==> config.mk <==
export PLATFORM = sky130hd
export DESIGN_NAME = uart_rx
export DESIGN_NICKNAME = d
export VERILOG_FILES = /design/src/rtl/uart_rx_pkg.sv /design/src/rtl/sync_2ff.sv /design/src/rtl/uart_rx.sv
export SDC_FILE = /design/constraint.sdc
export NUM_CORES = 1
export LEC_CHECK = 0
export ABC_AREA = 1
export BUFFER_PORTS_ARGS = -buffer_cell sky130_fd_sc_hd__buf_2
export CORE_MARGIN = 3
export CORE_UTILIZATION = 58
export DETAILED_ROUTE_END_ITERATION = 10
export PLACE_DENSITY_LB_ADDON = 0.2
export SLEW_MARGIN = 20
export SYNTH_ARGS = -nofsm -noshare
export SYNTH_HDL_FRONTEND = slang
export SYNTH_HIERARCHICAL = 1
export SYNTH_SLANG_ARGS = --single-unit
==> constraint.sdc <==
create_clock -name i_clk -period 1.81 [get_ports i_clk]
set_clock_uncertainty 0.1 [all_clocks]
set_input_delay 0.4525 -clock i_clk [delete_from_list [all_inputs] [get_ports i_clk]]
set_output_delay 0.4525 -clock i_clk [all_outputs]
set_load 0.02 [all_outputs]
==> src/rtl/uart_rx_pkg.sv <==
// Shared UART constants and baud divider helpers, common to uart_tx and uart_rx.
package uart_rx_pkg;
  localparam int DATA_BITS = 8;
  localparam int STOP_BITS = 1;

  // Clocks per bit, truncated to the 12-bit tick counter width.
  function automatic logic [11:0] calc_p(input int unsigned freq_hz, input int unsigned baud);
    return 12'(freq_hz / baud);
  endfunction

  // Half-bit count used to land on the middle of the start bit.
  function automatic logic [11:0] calc_h(input int unsigned freq_hz, input int unsigned baud);
    return calc_p(freq_hz, baud) >> 1;
  endfunction
endpackage

==> src/rtl/sync_2ff.sv <==
// Two-flop synchronizer for an asynchronous pin, with selectable reset level.
module sync_2ff #(
  parameter logic RST_VAL = 1'b1
) (
  input  logic i_clk,
  input  logic i_rst,
  input  logic i_d,
  output logic o_q
);
  logic meta;

  always_ff @(posedge i_clk) begin
    if (i_rst) begin
      meta <= RST_VAL;
      o_q  <= RST_VAL;
    end else begin
      meta <= i_d;
      o_q  <= meta;
    end
  end
endmodule

==> src/rtl/uart_rx.sv <==
// 8N1 UART receiver: mid-bit sampling, ready/done handshake, sticky framing-error
// and overrun flags.
module uart_rx
  import uart_rx_pkg::*;
#(
  parameter int unsigned FREQ_HZ   = 25_000_000,
  parameter int unsigned BAUD_RATE = 115_200
) (
  input  logic       i_clk,
  input  logic       i_rst,
  input  logic       i_rxd,
  input  logic       i_done,
  output logic [7:0] o_data,
  output logic       o_rdy,
  output logic       o_frame_err,
  output logic       o_overrun
);
  localparam logic [11:0] P        = calc_p(FREQ_HZ, BAUD_RATE);
  localparam logic [11:0] H        = calc_h(FREQ_HZ, BAUD_RATE);
  localparam logic [2:0]  LAST_BIT = 3'(DATA_BITS - 1);

  typedef enum logic [2:0] {IDLE, START, DATA, STOP, BREAK} state_t;

  state_t      state;
  logic [11:0] tick;
  logic [2:0]  bitcnt;
  logic [7:0]  shreg;
  logic        byte_done;
  logic        rxs;
  logic        stop_smp;

  sync_2ff #(.RST_VAL(1'b1)) u_sync (
    .i_clk (i_clk),
    .i_rst (i_rst),
    .i_d   (i_rxd),
    .o_q   (rxs)
  );

  assign stop_smp = (state == STOP) && (tick == P - 12'd1);

  always_ff @(posedge i_clk) begin
    if (i_rst) begin
      state       <= IDLE;
      tick        <= '0;
      bitcnt      <= '0;
      shreg       <= '0;
      byte_done   <= 1'b0;
      o_data      <= '0;
      o_rdy       <= 1'b0;
      o_frame_err <= 1'b0;
      o_overrun   <= 1'b0;
    end else begin
      byte_done <= 1'b0;
      tick      <= tick + 12'd1;
      case (state)
        IDLE: if (!rxs) begin
          state <= START;
          tick  <= '0;
        end
        START: if (tick == H - 12'd1) begin
          tick   <= '0;
          bitcnt <= '0;
          state  <= rxs ? IDLE : DATA;
        end
        DATA: if (tick == P - 12'd1) begin
          tick   <= '0;
          shreg  <= {rxs, shreg[7:1]};
          bitcnt <= bitcnt + 3'd1;
          if (bitcnt == LAST_BIT) state <= STOP;
        end
        STOP: if (stop_smp) begin
          tick <= '0;
          if (rxs) begin
            byte_done <= 1'b1;
            state     <= IDLE;
          end else begin
            state <= BREAK;
          end
        end
        // Held-low line must return high before a new start is looked for.
        BREAK: if (rxs) begin
          state <= IDLE;
          tick  <= '0;
        end
        default: begin
          state <= IDLE;
          tick  <= '0;
        end
      endcase

      // A completing byte beats a simultaneous i_done for o_rdy.
      if (byte_done)   begin
        o_data <= shreg;
        o_rdy  <= 1'b1;
      end else if (i_done) begin
        o_rdy  <= 1'b0;
      end
      o_overrun <= !i_done && (o_overrun || (byte_done && o_rdy));

      if (stop_smp && !rxs) o_frame_err <= 1'b1;
      else if (i_done)      o_frame_err <= 1'b0;
    end
  end
endmodule

==> impl_results.rst <==
.. list-table::
   :header-rows: 1

   * - Metric
     - Value
   * - Port Buf Inserts
     - 14
   * - Count of unresolved DRC violations after routing
     - 0
   * - Total negative setup slack
     - 0 ps
   * - EDFF count, synth
     - 0
   * - Global router's overall resource usage
     - 0.172
   * - Antenna violations before repair
     - 0
   * - Length of the first detailed-routing pass in iterations
     - 4
   * - Root cell of the clock tree
     - sky130_fd_sc_hd__clkbuf_4
   * - Hold Violations, Final
     - 0
   * - Area after DPL
     - 0.00196 sq mm
   * - Yosys warns
     - 6
   * - Worst hold slack
     - 172 ps
   * - Antenna diode instance count
     - 0
   * - Overall die area
     - 0.00386 sq mm
   * - Setup bufs post-CTS
     - 0
   * - Routed wire length
     - 3050 um
   * - Clock slew seen by the registers of the worst setup and hold paths
     - 110 ps
   * - Floorplan row count
     - 19
   * - Buffer depth of the longest clock path
     - 2
   * - Final setup violation count
     - 0
   * - Post-synth design cell area
     - 0.00183 sq mm
   * - Area growth from synthesis to layout
     - 10.8%
   * - Aggregate global routing overflow
     - 0
   * - Sequential-to-total area share from yosys stat
     - 0.438
   * - Average wire per standard cell
     - 10.3 um
   * - Global-route wire length before repair
     - 5310 um
   * - Leakage power
     - 0.830 nW
   * - Floorplan Core Area
     - 0.00288 sq mm
   * - TritonCTS clock tree
     - built
   * - Post-detail-place hpwl
     - 2210 um
   * - Register bit total from synthesis
     - 40
   * - Total power of the final layout
     - 2.31 mW
   * - Net count of the finished layout
     - 262
   * - Clock tree sinks
     - 40
   * - Worst-case headroom to the max-slew limit
     - 0.687
   * - Min Tclk post-route
     - 1650 ps
   * - CTS Buf Count
     - 5
   * - Worst Tran Pin Value
     - 469 ps
   * - Post-route fraction of the period consumed by the critical path
     - 0.911
   * - Worst-skew pair later-pin latency
     - 360 ps
   * - Unrepaired setup endpoints after global routing
     - false
   * - H-Tree Level Count
     - 2
   * - Nature of the critical path endpoint
     - flop
   * - Synth async-reset ratio
     - 0
   * - Worst Path Class, Setup
     - reg2reg
   * - Maximum number of pins on one net before global-route repair
     - 18
   * - Class of the tightest hold or removal check
     - in2reg
   * - Iter 0 DRT Violations
     - 52
   * - Antenna viol nets, final
     - 0
   * - Gp weighted congestion
     - 0.895
   * - Number of hold buffers added after CTS
     - 0
   * - Highest ir drop seen on vdd
     - 912 uV
   * - Vias after detailed routing
     - 1438
   * - Vias in the first global route
     - 1211
   * - Startpoint types
     - flop
   * - Vias/cell
     - 4.84
   * - Chip width
     - 62.1 um
   * - Number of pins exceeding their max-slew limit in the final report
     - 0
   * - Initial standard-cell utilization of the core
     - 0.635
   * - Power per standard cell area
     - 1140 mW/mm^2
   * - Maximum operating frequency
     - 0.607 GHz
   * - Number of placed I/O pins
     - 15
   * - Data arrival, critical path
     - 1800 ps
   * - Synthesized instance count
     - 234
   * - Status
     - finished, final reports clean
   * - Flip-flop cell with the highest count after synthesis
     - sky130_fd_sc_hd__dfxtp_1
   * - End-of-flow core utilization
     - 0.704
   * - Largest fanout on the critical path
     - 12
   * - Synthesized netlist net count
     - 242
   * - Die H
     - 62.1 um
   * - Layout cell share with drive strength beyond 1
     - 0.220
   * - Max Cap Viol
     - 0
   * - Data required time at the worst endpoint
     - 1960 ps
   * - Average instance area after synthesis
     - 7.81 sq um
   * - Cell area after layout
     - 0.00202 sq mm
   * - Cell variety after synth
     - 26
synth_stat cells (2+ instances only):
| library cell | number | area share |
|---|---|---|
| sky130_fd_sc_hd__a21oi_1 | 22 | 0.060 |
| sky130_fd_sc_hd__buf_2 | 2 | 0.0055 |
| sky130_fd_sc_hd__clkbuf_1 | 3 | 0.0062 |
| sky130_fd_sc_hd__dfxtp_1 | 40 | 0.44 |
| sky130_fd_sc_hd__ha_1 | 4 | 0.027 |
| sky130_fd_sc_hd__inv_1 | 34 | 0.070 |
| sky130_fd_sc_hd__inv_2 | 3 | 0.0062 |
| sky130_fd_sc_hd__nand2_1 | 36 | 0.074 |
| sky130_fd_sc_hd__nand2_2 | 6 | 0.021 |
| sky130_fd_sc_hd__nand3_1 | 7 | 0.019 |
| sky130_fd_sc_hd__nor2_1 | 24 | 0.049 |
| sky130_fd_sc_hd__nor2_4 | 2 | 0.012 |
| sky130_fd_sc_hd__nor3_1 | 3 | 0.0082 |
| sky130_fd_sc_hd__nor3_2 | 12 | 0.066 |
| sky130_fd_sc_hd__o21ai_0 | 21 | 0.058 |
| sky130_fd_sc_hd__xor2_1 | 5 | 0.024 |
metal layers:
layer  global-route usage  vias to the layer above  wire length, um
met4                0.108                        0               74
li1                     -                      781                -
met1                0.233                      630             1620
met5                    0                        -                0
met3               0.0450                        8              116
met2                0.242                       19             1240
path summary, 6_finish.rpt:
path	from	endpoint	slack (ps)	depth (start not counted)
worst min-delay path	i_rxd	u_sync/meta	170	3
worst max-delay path	tick[0]	tick[1]	160	10
worst min register to register	u_sync/meta	u_sync/o_q	320	2
worst max register to register	tick[0]	tick[1]	160	10
cell usage in the layout (no fill, tap or decap):
cell type	Yosys	routed
sky130_fd_sc_hd__o21ai_1	0	1
sky130_fd_sc_hd__nor2_1	24	22
sky130_fd_sc_hd__clkbuf_4	0	5
sky130_fd_sc_hd__nand2_2	6	6
sky130_fd_sc_hd__nand3_1	7	7
sky130_fd_sc_hd__buf_4	0	4
sky130_fd_sc_hd__xnor2_1	1	1
sky130_fd_sc_hd__nand2_1	36	36
sky130_fd_sc_hd__xor2_1	5	5
sky130_fd_sc_hd__inv_1	34	34
sky130_fd_sc_hd__buf_2	2	14
sky130_fd_sc_hd__dfxtp_1	40	40
sky130_fd_sc_hd__buf_12	1	1
sky130_fd_sc_hd__nor2_2	0	1
sky130_fd_sc_hd__nor3_4	1	1
sky130_fd_sc_hd__a21oi_1	22	22
sky130_fd_sc_hd__nor3_1	3	3
sky130_fd_sc_hd__o21ai_0	21	20
sky130_fd_sc_hd__o22ai_1	1	1
sky130_fd_sc_hd__ha_1	4	4
sky130_fd_sc_hd__o31ai_1	1	1
sky130_fd_sc_hd__nor3_2	12	12
sky130_fd_sc_hd__inv_2	3	3
sky130_fd_sc_hd__nor2_4	2	3
sky130_fd_sc_hd__clkinv_2	0	2
sky130_fd_sc_hd__or2_2	1	1
sky130_fd_sc_hd__clkinv_4	0	1
sky130_fd_sc_hd__nand2_4	1	1
sky130_fd_sc_hd__nor3b_1	1	1
sky130_fd_sc_hd__nand3b_1	1	1
sky130_fd_sc_hd__nand3_2	1	1
what timing repair did:
item / in CTS / in global routing
hold endpoints to repair: 0 / 0
gates resized for setup: 0 / 3
endpoints found under the setup margin: 0 / 5
where the power goes:
part           switching (mW)  internal [mW]
clock network           0.289          0.149
logic                   0.521          0.327
registers              0.0656          0.954
total                   0.875           1.43
worst max-delay path, cell delays in order, from the launching register on:
cell and delay [ps]:
sky130_fd_sc_hd__dfxtp_1 350, sky130_fd_sc_hd__inv_1 100, sky130_fd_sc_hd__ha_1 150, sky130_fd_sc_hd__nand3_1 100
sky130_fd_sc_hd__nor2_2 170, sky130_fd_sc_hd__nand2_2 100, sky130_fd_sc_hd__nand2_2 90, sky130_fd_sc_hd__nand2_2 60
sky130_fd_sc_hd__nor2_4 120, sky130_fd_sc_hd__buf_12 150, sky130_fd_sc_hd__nor3b_1 50
sequential cells by signal (all words and copies together), names as in the netlist:
| register | cells |
|---|---|
| u_sync/o_q | 1 |
| o_overrun | 1 |
| byte_done | 1 |
| o_frame_err | 1 |
| o_data | 8 |
| bitcnt | 3 |
| o_rdy | 1 |
| state | 3 |
| tick | 12 |
| u_sync/meta | 1 |
| shreg | 8 |
logic make-up (layout without fill, tap and decap cells):
| group | Yosys count | in the layout | share of synthesized area |
|---|---|---|---|
| AOI/OAI and AO/OA | 45 | 45 | 0.125 |
| DFF | 40 | 40 | 0.438 |
| xor gates and xnor gates | 6 | 6 | 0.0288 |
| and+or+nand+nor | 96 | 96 | 0.282 |
| adders and majority gates | 4 | 4 | 0.0274 |
| buffers and inverters | 43 | 64 | 0.0986 |
final cells by class:
type,instances,area (sq um)
fill,259,852
timing repair buffer,19,120
clock buffer,5,37.5
tap,42,52.6
inverter,37,139
multi-input combinational,151,856
clock inverter,3,18.8
sequential,40,801
through the flow:
stage / cells / worst slack (ps)
after global routing: 297 / 21.4
after global placement: 289 / 199
after CTS: 297 / 119
after detailed placement: 289 / 143
final: 297 / 161
after floorplan: 234 / 243
(Power assumes the default switching activity.)
